File: config.mk
export PLATFORM = sky130hd
export DESIGN_NAME = lvds_stat_report_flat
export DESIGN_NICKNAME = d
export VERILOG_FILES = /design/src/rtl/lvds_stat_pkg.sv /design/src/rtl/lvds_stat_report_if.sv /design/src/rtl/stat_period_timer.sv /design/src/rtl/lvds_stat_report.sv /design/src/flat_wrapper.sv
export SDC_FILE = /design/constraint.sdc
export NUM_CORES = 1
export LEC_CHECK = 0
export CAP_MARGIN = 10
export CORE_ASPECT_RATIO = 1.5
export CORE_UTILIZATION = 35
export CTS_BUF_LIST = sky130_fd_sc_hd__clkbuf_2
export CTS_CLUSTER_DIAMETER = 40
export DETAILED_ROUTE_END_ITERATION = 8
export SYNTH_ARGS = -nofsm -noshare
export SYNTH_HDL_FRONTEND = slang
export SYNTH_HIERARCHICAL = 1
export SYNTH_SLANG_ARGS = --single-unit
File: constraint.sdc
create_clock -name CLK -period 5.4 [get_ports CLK]
set_clock_uncertainty 0.2 [all_clocks]
set_input_delay 1.08 -clock CLK [delete_from_list [all_inputs] [get_ports CLK]]
set_output_delay 1.08 -clock CLK [all_outputs]
set_load 0.02 [all_outputs]
File: src/rtl/lvds_stat_pkg.sv
// Shared constants, state encoding and byte-select helper for the LVDS statistics reporter.
package lvds_stat_pkg;

   localparam int unsigned FRAME_LEN = 20;
   localparam int unsigned IDX_SEQ   = 1;
   localparam int unsigned IDX_FLAG  = 2;
   localparam int unsigned IDX_ERR0  = 3;
   localparam int unsigned IDX_RECV0 = 11;
   localparam int unsigned IDX_CSUM  = 19;

   localparam logic [7:0] SYNC_BYTE_DEFAULT = 8'hA5;

   typedef enum logic {ST_IDLE, ST_SEND} state_t;

   // Byte k of a 64-bit word, k=0 being the most significant byte.
   function automatic logic [7:0] sel_byte(input logic [63:0] w, input logic [2:0] k);
      return w[{3'd7 - k, 3'b000} +: 8];
   endfunction

endpackage

File: src/rtl/lvds_stat_report_if.sv
// Valid/ready byte stream carrying report frames towards the UART transmitter.
interface lvds_stat_report_if;

   logic [7:0] DOUT;
   logic       DOVALID;
   logic       DOREADY;

   modport master (output DOUT, output DOVALID, input DOREADY);
   modport slave  (input DOUT, input DOVALID, output DOREADY);

endinterface

File: src/rtl/stat_period_timer.sv
// Free-running period timer; TICK marks the last cycle of each PERIOD while ENABLE is high.
module stat_period_timer #(
   parameter int unsigned PERIOD = 100_000_000
) (
   input  logic CLK,
   input  logic RST,
   input  logic ENABLE,
   output logic TICK
);

   localparam int unsigned TW = $clog2(PERIOD);
   localparam logic [TW-1:0] LAST = TW'(PERIOD - 1);

   logic [TW-1:0] timer_q, timer_d;

   assign TICK = ENABLE && (timer_q == LAST);

   always_comb begin
      timer_d = timer_q + 1'b1;
      if (!ENABLE || TICK) timer_d = '0;
   end

   always_ff @(posedge CLK or posedge RST) begin
      if (RST) timer_q <= '0;
      else     timer_q <= timer_d;
   end

endmodule

File: src/rtl/lvds_stat_report.sv
// Snapshots the checker counters on a tick or START and streams them as a 20-byte
// checksummed frame over a valid/ready byte interface.
module lvds_stat_report
   import lvds_stat_pkg::*;
#(
   parameter int unsigned PERIOD    = 100_000_000,
   parameter logic [7:0]  SYNC_BYTE = SYNC_BYTE_DEFAULT
) (
   input  logic                      CLK,
   input  logic                      RST,
   input  logic                      ENABLE,
   input  logic                      START,
   input  logic [63:0]               ERR_CNT,
   input  logic [57:0]               RECV_CNT,
   input  logic                      ALIGNED,
   lvds_stat_report_if.master        dout_if,
   output logic                      BUSY,
   output logic [15:0]               DROP_CNT
);

   localparam int unsigned IDX_W = $clog2(FRAME_LEN);

   state_t           state_q, state_d;
   logic [IDX_W-1:0] idx_q;
   logic [7:0]       csum_q;
   logic [7:0]       seq_q;
   logic [7:0]       seq_lat_q;
   logic [63:0]      err_q;
   logic [57:0]      recv_q;
   logic             aligned_q;
   logic [15:0]      drop_q;

   logic       tick;
   logic       trigger;
   logic       sending;
   logic       accept;
   logic       last;
   logic [7:0] frame_byte;

   stat_period_timer #(
      .PERIOD (PERIOD)
   ) u_timer (
      .CLK    (CLK),
      .RST    (RST),
      .ENABLE (ENABLE),
      .TICK   (tick)
   );

   // A coincident tick and START collapse into a single trigger.
   assign trigger = tick | START;
   assign sending = (state_q == ST_SEND);
   assign accept  = sending && dout_if.DOREADY;
   assign last    = (idx_q == IDX_W'(IDX_CSUM));

   always_ff @(posedge CLK or posedge RST) begin
      if (RST) state_q <= ST_IDLE;
      else     state_q <= state_d;
   end

   always_comb begin
      state_d = state_q;
      unique case (state_q)
         ST_IDLE: if (trigger) state_d = ST_SEND;
         ST_SEND: if (accept && last) state_d = ST_IDLE;
         default: state_d = ST_IDLE;
      endcase
   end

   always_comb begin
      dout_if.DOVALID = sending;
      BUSY            = sending;
      dout_if.DOUT    = sending ? frame_byte : 8'h00;
      DROP_CNT        = drop_q;
   end

   // Frame content is drawn only from the shadow registers, so the inputs may move freely.
   always_comb begin
      frame_byte = csum_q;
      if (idx_q == IDX_W'(0)) begin
         frame_byte = SYNC_BYTE;
      end else if (idx_q == IDX_W'(IDX_SEQ)) begin
         frame_byte = seq_lat_q;
      end else if (idx_q == IDX_W'(IDX_FLAG)) begin
         frame_byte = {7'b0, aligned_q};
      end else if (idx_q < IDX_W'(IDX_RECV0)) begin
         frame_byte = sel_byte(err_q, 3'(idx_q - IDX_W'(IDX_ERR0)));
      end else if (idx_q < IDX_W'(IDX_CSUM)) begin
         frame_byte = sel_byte({6'b0, recv_q}, 3'(idx_q - IDX_W'(IDX_RECV0)));
      end
   end

   always_ff @(posedge CLK or posedge RST) begin
      if (RST) begin
         idx_q     <= '0;
         csum_q    <= 8'h00;
         seq_q     <= 8'h00;
         seq_lat_q <= 8'h00;
         err_q     <= 64'h0;
         recv_q    <= 58'h0;
         aligned_q <= 1'b0;
         drop_q    <= 16'h0000;
      end else begin
         if (!sending && trigger) begin
            err_q     <= ERR_CNT;
            recv_q    <= RECV_CNT;
            aligned_q <= ALIGNED;
            seq_lat_q <= seq_q;
            seq_q     <= seq_q + 8'd1;
            idx_q     <= '0;
            csum_q    <= 8'h00;
         end
         if (accept) begin
            csum_q <= csum_q ^ frame_byte;
            idx_q  <= idx_q + 1'b1;
         end
         // Triggers arriving during a frame, including its final accept cycle, are lost.
         if (sending && trigger && (drop_q != 16'hFFFF)) drop_q <= drop_q + 16'd1;
      end
   end

endmodule

File: src/flat_wrapper.sv
// flat-port wrapper written by rule: the top's interface ports become plain ports
module lvds_stat_report_flat import lvds_stat_pkg::*;
#(
   parameter int unsigned PERIOD    = 100_000_000,
   parameter logic [7:0]  SYNC_BYTE = SYNC_BYTE_DEFAULT
)
  (CLK, RST, ENABLE, START, ERR_CNT, RECV_CNT, ALIGNED, BUSY, DROP_CNT, dout_if_DOUT, dout_if_DOVALID, dout_if_DOREADY);
  lvds_stat_report_if dout_if_i ();
  input  logic CLK;
  input  logic RST;
  input  logic ENABLE;
  input  logic START;
  input  logic [63:0] ERR_CNT;
  input  logic [57:0] RECV_CNT;
  input  logic ALIGNED;
  output logic BUSY;
  output logic [15:0] DROP_CNT;
  output wire logic [$bits(dout_if_i.DOUT)-1:0] dout_if_DOUT;
  output wire logic [$bits(dout_if_i.DOVALID)-1:0] dout_if_DOVALID;
  input wire logic [$bits(dout_if_i.DOREADY)-1:0] dout_if_DOREADY;
  assign dout_if_DOUT = dout_if_i.DOUT;
  assign dout_if_DOVALID = dout_if_i.DOVALID;
  assign dout_if_i.DOREADY = dout_if_DOREADY;
  lvds_stat_report #(.PERIOD(PERIOD), .SYNC_BYTE(SYNC_BYTE)) u_core (.CLK(CLK), .RST(RST), .ENABLE(ENABLE), .START(START), .ERR_CNT(ERR_CNT), .RECV_CNT(RECV_CNT), .ALIGNED(ALIGNED), .dout_if(dout_if_i), .BUSY(BUSY), .DROP_CNT(DROP_CNT));
endmodule
# Word-level counts from Yosys, hierarchy flattened
# Index checks and enable logic that the tools add are counted.
# classes
n_addsub	8
order_cmp	2
n_eq_ne	5
shift	2
n_mux	14
bitwise	3
n_reduce_logical	11
# ops
op	count
indexed part select 64 x 7 -> 8 bit	2
two-way mux 8 bit	8
adder 27 x 1 -> 27 bit, second input constant	1
equality test 27 bit, second input constant	1
two-way mux 27 bit	1
adder 16 x 1 -> 16 bit, second input constant	1
inequality test 16 bit, second input constant	1
two-way mux 5 bit	2
adder 8 x 1 -> 8 bit, second input constant	1
bitwise XOR 8 bit	1
logical AND 1 bit	6
subtractor 3 x 2 -> 3 bit, second input constant	2
subtractor 3 bit, first input constant	2
adder 5 x 1 -> 5 bit, second input constant	1
equality test 5 x 1 -> 1 bit, second input constant	1
equality test 5 x 2 -> 1 bit, second input constant	1
equality test 5 bit, second input constant	1
zero test 5 bit	1
< comparator 5 x 4 -> 1 bit, second input constant	1
< comparator 5 bit, second input constant	1
zero test 1 bit	2
two-way mux 1 bit	2
case mux 1 bit (2 select lines)	1
nonzero test 2 bit	1
3 further kinds	3
# totals
ff_bits	196
in_bits	128
word_cells	55

# Longest topological paths before layout
# depth
depth_word	10
ltp_mapped	14

# By module
# Netlist, hierarchy kept.
# by_module_without_submodules
mod	instances	cells_each	area_each_um2	seq_area_each_um2
lvds_stat_report	1	903	8139.1	4229.1
stat_period_timer	1	144	1415.1	675.6

# Worst setup path after synthesis
# No wires, ideal clock.
# synth_timing
kind	register -> output
from	register u_core.idx_q[0]
to	output port dout_if_DOUT[5]
arrival_time_ns	3.008
required_time_ns	4.120
setup_slack_ns	1.112
path_stages_with_launch	13
n_path_buf	5
cell_sequence	dfrtp_1 > buf_2 > buf_2 > inv_1 > clkbuf_1 > ha_1 > buf_2 > buf_1 > mux4_2 > o21ai_0 > o22ai_1 > a222oi_1 > nor2b_1
# synth_via
elab_chain_cells	9
# synth_rtl
element	line	source
start, declared	lvds_stat_report.sv:24	logic [IDX_W-1:0] idx_q;
start signal, assigned	lvds_stat_report.sv:114	idx_q <= idx_q + 1'b1;
subtractor 3 x 2 -> 3 bit	lvds_stat_report.sv:86, lvds_stat_report.sv:88	
subtractor 3 bit	lvds_stat_pkg.sv:17	return w[{3'd7 - k, 3'b000} +: 8];
indexed part select 64 x 7 -> 8 bit	lvds_stat_pkg.sv:17	
two-way mux 8 bit	lvds_stat_report.sv:87	end else if (idx_q < IDX_W'(IDX_CSUM)) begin
two-way mux 8 bit	lvds_stat_report.sv:85	end else if (idx_q < IDX_W'(IDX_RECV0)) begin
two-way mux 8 bit	lvds_stat_report.sv:83	end else if (idx_q == IDX_W'(IDX_FLAG)) begin
two-way mux 8 bit	lvds_stat_report.sv:81	end else if (idx_q == IDX_W'(IDX_SEQ)) begin
two-way mux 8 bit *	lvds_stat_report.sv:79	if (idx_q == IDX_W'(0)) begin
two-way mux 8 bit *	lvds_stat_report.sv:72	dout_if.DOUT = sending ? frame_byte : 8'h00;
end, declared	flat_wrapper.sv:18	output wire logic [$bits(dout_if_i.DOUT)-1:0] dout_if_DOUT;
# Every way passes the cells marked *; elsewhere a longest branch is shown, timed or not.

# Worst setup path in the final report
# layout_timing
from	register u_core.idx_q[0]
to	output port dout_if_DOUT[2]
# The elaborated chain is that of the path after synthesis.

==> results.toml <==
[clocking]
htree_levels = 4
clk-insertion-delay-late_ps = 770
cts_made_buffers = 17
cts.sinks = 196
cts-root-buf = "clkbuf_2"
cts_tree = "done"
clock_path_buffers = 2
cts.clk_slew.worst_paths_ps = 290

[setup_path]
cp_top_family = "buffers and inverters"
critPathRequiredTime_ps = 4120
timing.rr.start = "u_core/u_timer/timer_q[0]"
crit_start = "u_core/idx_q[0]"
crit_chain = "ha_2 > xor2_4 > buf_12 > mux4_1 > nand2_1 > nand3_1 > a222oi_1 > nor2b_1 > clkdlybuf4s50_1"
crit_path_start_kind = "register"
slowest_stage = "mux4_1"
r2r_end = "u_core/seq_q[7]"
cp.arrival_ps = 3890
critPathKind = "reg -> out"
critPathMaxStageDelay_ps = 560
crit_path_end_kind = "output port"
path_depth = 9
timing.critical_path.buf_inv = 2
path_max_fanout = 8
reg2reg_depth = 10
setup.worst_path.end = "dout_if_DOUT[2]"
rrSetupSlack_ps = 1910

[yosys]
synth_seq_cells = 196
synth_top_cell_area_share_pct = 51.3
synth_cell_type_count = 63
synth_area_leaders = "dfrtp_1 (51%), nand2_1 (17%), mux4_2 (3.5%)"
synth_edf_count = 0
syn_area_mm2 = 0.00955
ys_async_sr_fraction_pct = 100
avgSynthCellArea_um2 = 9.13
ys_warn_count = 6
syn_nets = 1182
yosys.area.top_type = "dfrtp_1"
synth_cells = 1047
synth_flop_cell = "dfrtp_1"
seq_area_frac_synth_pct = 51.3

[routing]
route.detailed.drc = 0
ant_nets = 0
viasPerCell = 5.12
vias = 7827
drt_pass1_iterations = 5
wirelength_um = 25700
drtIter0Drc = 439
wl_per_cell_um = 16.8

[worst_hold_path]
hp-class = "reg -> reg"
worstHoldStart = "u_core/csum_q[0]"

[final_layout]
nets = 1311
drive_above_1_share_pct = 7.15
area_delta_synth_final_pct = 22.6
fillers = 2651

[global_route]
grt_overflow = 0
grt_max_degree = 170
grt_pass1_wl_um = 40300
grt_use_total_pct = 19.0
grt_pass1_vias = 7677
antenna_found_initial = 2

[placed_design]
gp_congestion = 0.869
portBuffers = 153
hpwl_um = 18700

[floorplanning]
rows = 73
die_y_um = 204
start_util_pct = 35.8
dieArea_mm2 = 0.0280
die_x_um = 137
core_mm2 = 0.0267
io_pins = 154

[timing]
slew_viol_final = 0
max_freq_mhz = 193
finalSetupTns_ps = 0
fin_crit_ps = 5170
timing_worst_slew_pin_value_ps = 1100
slew_headroom_pct = 26.4
rsz0062_at_grt = "yes"
finalSetupViolations = 0
hold_viol_final = 0
post-route-period-util_pct = 95.7

[power]
p_leak_nw = 5.45
irDropWorstVdd_mv = 0.261
p_per_area_mw_per_mm2 = 431
total_power_w = 0.00504

[flow_run]
cap_violations = 0

[status]
status = "finished clean"
-- cell type report --
class                      instances  area (µm²)  area share [%]
inverter                          10        45.0           0.385
timing repair buffer             169        1690            14.4
clock buffer                      18        90.1           0.769
clock inverter                    14         176            1.51
sequential                       196        4910            41.9
tap                              337         422            3.60
multi-input combinational        782        4380            37.4
antenna                            2        5.00          0.0427
-- through the flow --
step                instance area, µm²  setup WS (ps)  utilization, %  hold WS [ps]  instances
finish                           11700            230            43.9           293       1528
global route                     11700          -37.6            43.9           312       1528
CTS                              11700           68.7            43.8           295       1526
detailed placement               11300            467            42.5           258       1487
global placement                 11300            519            42.5           253       1487
floorplan                         9560           1110               -           236       1047
-- how the worst min path moves through the flow --
stage | end | slack (ps) | cells past startpoint
final | u_core/csum_q[0] | 290 | 1
after global routing | u_core/csum_q[6] | 310 | 1
after CTS | u_core/seq_q[7] | 300 | 1
after detailed placement | u_core/seq_q[7] | 260 | 1
after global placement | u_core/csum_q[0] | 250 | 1
after floorplan | u_core/csum_q[0] | 240 | 1
-- logic make-up (layout without fill, tap and decap cells) --
kind of cell / count (synthesis) / count (layout) / share of synthesized area [%]
AND/OR/NAND/NOR: 584 / 584 / 26.0
flip-flops: 196 / 196 / 51.3
AO/OA/AOI/OAI: 114 / 114 / 8.03
buffers and inverters: 70 / 211 / 3.34
multiplexers: 41 / 41 / 6.95
XOR/XNOR: 35 / 36 / 3.41
adder cells (fa/ha/maj): 7 / 7 / 0.917
other: 0 / 2 / 0
-- cell usage in the layout, fill, tap and decap left out, types with 3 or more instances in the layout --
| cell | instances |
|---|---|
| a211oi_1 | 6 |
| nand2b_1 | 3 |
| or4_1 | 4 |
| and2_1 | 6 |
| nand2_1 | 439 |
| nor3_1 | 11 |
| a21boi_0 | 8 |
| or3_1 | 8 |
| buf_4 | 13 |
| mux4_2 | 15 |
| nor2_1 | 25 |
| bufinv_16 | 3 |
| clkbuf_2 | 18 |
| mux4_1 | 4 |
| clkdlybuf4s50_1 | 150 |
| inv_1 | 8 |
| clkinvlp_4 | 4 |
| ha_1 | 5 |
| dfrtp_1 | 193 |
| o21ai_0 | 19 |
| o22ai_1 | 7 |
| a222oi_1 | 3 |
| dlymetal6s2s_1 | 3 |
| o221ai_1 | 3 |
| mux2i_1 | 21 |
| and3_1 | 7 |
| o31ai_1 | 13 |
| nand4_1 | 17 |
| a21oi_1 | 29 |
| o211ai_1 | 8 |
| nor4_1 | 5 |
| a311oi_1 | 3 |
| xor2_1 | 14 |
| xnor2_1 | 20 |
| nand3_1 | 32 |
| nor2b_1 | 11 |
-- flip-flops by register name, summed over array words and instances (netlist names) --
name                    count
u_core/err_q               64
u_core/seq_lat_q            8
u_core/recv_q              58
u_core/csum_q               8
u_core/DROP_CNT            16
u_core/aligned_q            1
u_core/BUSY                 1
u_core/u_timer/timer_q     27
u_core/seq_q                8
u_core/idx_q                5
-- what timing repair did --
action	in CTS	in global routing
pin swaps	0	1
cloned	1	0
setup endpoints to repair	8	7
gates resized for setup	4	8
hold buffers	0	0
buffers inserted	6	0
-- where the power goes --
part           internal, W  switching, W
clock             0.000268      0.000518
sequential         0.00180      0.000315
combinational     0.000992       0.00115
total              0.00306       0.00198
-- per-layer routing --
layer  GRT usage, %  vias up  share of wire (%)  wire length (µm)
met5              0        -                  0                 0
met4           7.81        0                2.8               725
met3           2.58       40                3.4               866
met2           34.2      202                 54             13800
met1           22.5     3802                 40             10400
li1               -     3783                  -                 -
-- synthesized netlist by cell type (6+ instances only) --
cell,n
nor3_1,11
or3_1,8
a21boi_0,8
a211oi_1,6
and3_1,7
nand3_1,32
o211ai_1,8
o21ai_0,20
o22ai_1,7
o31ai_1,13
buf_1,6
ha_1,7
a21oi_1,29
nand2_1,439
xor2_1,14
nand4_1,17
xnor2_1,20
inv_1,10
dfrtp_1,196
nor2b_1,11
mux2i_1,21
mux4_2,15
and2_1,6
buf_2,12
clkbuf_1,34
nor2_1,26
No activity file was read; power rests on OpenSTA's default activity.
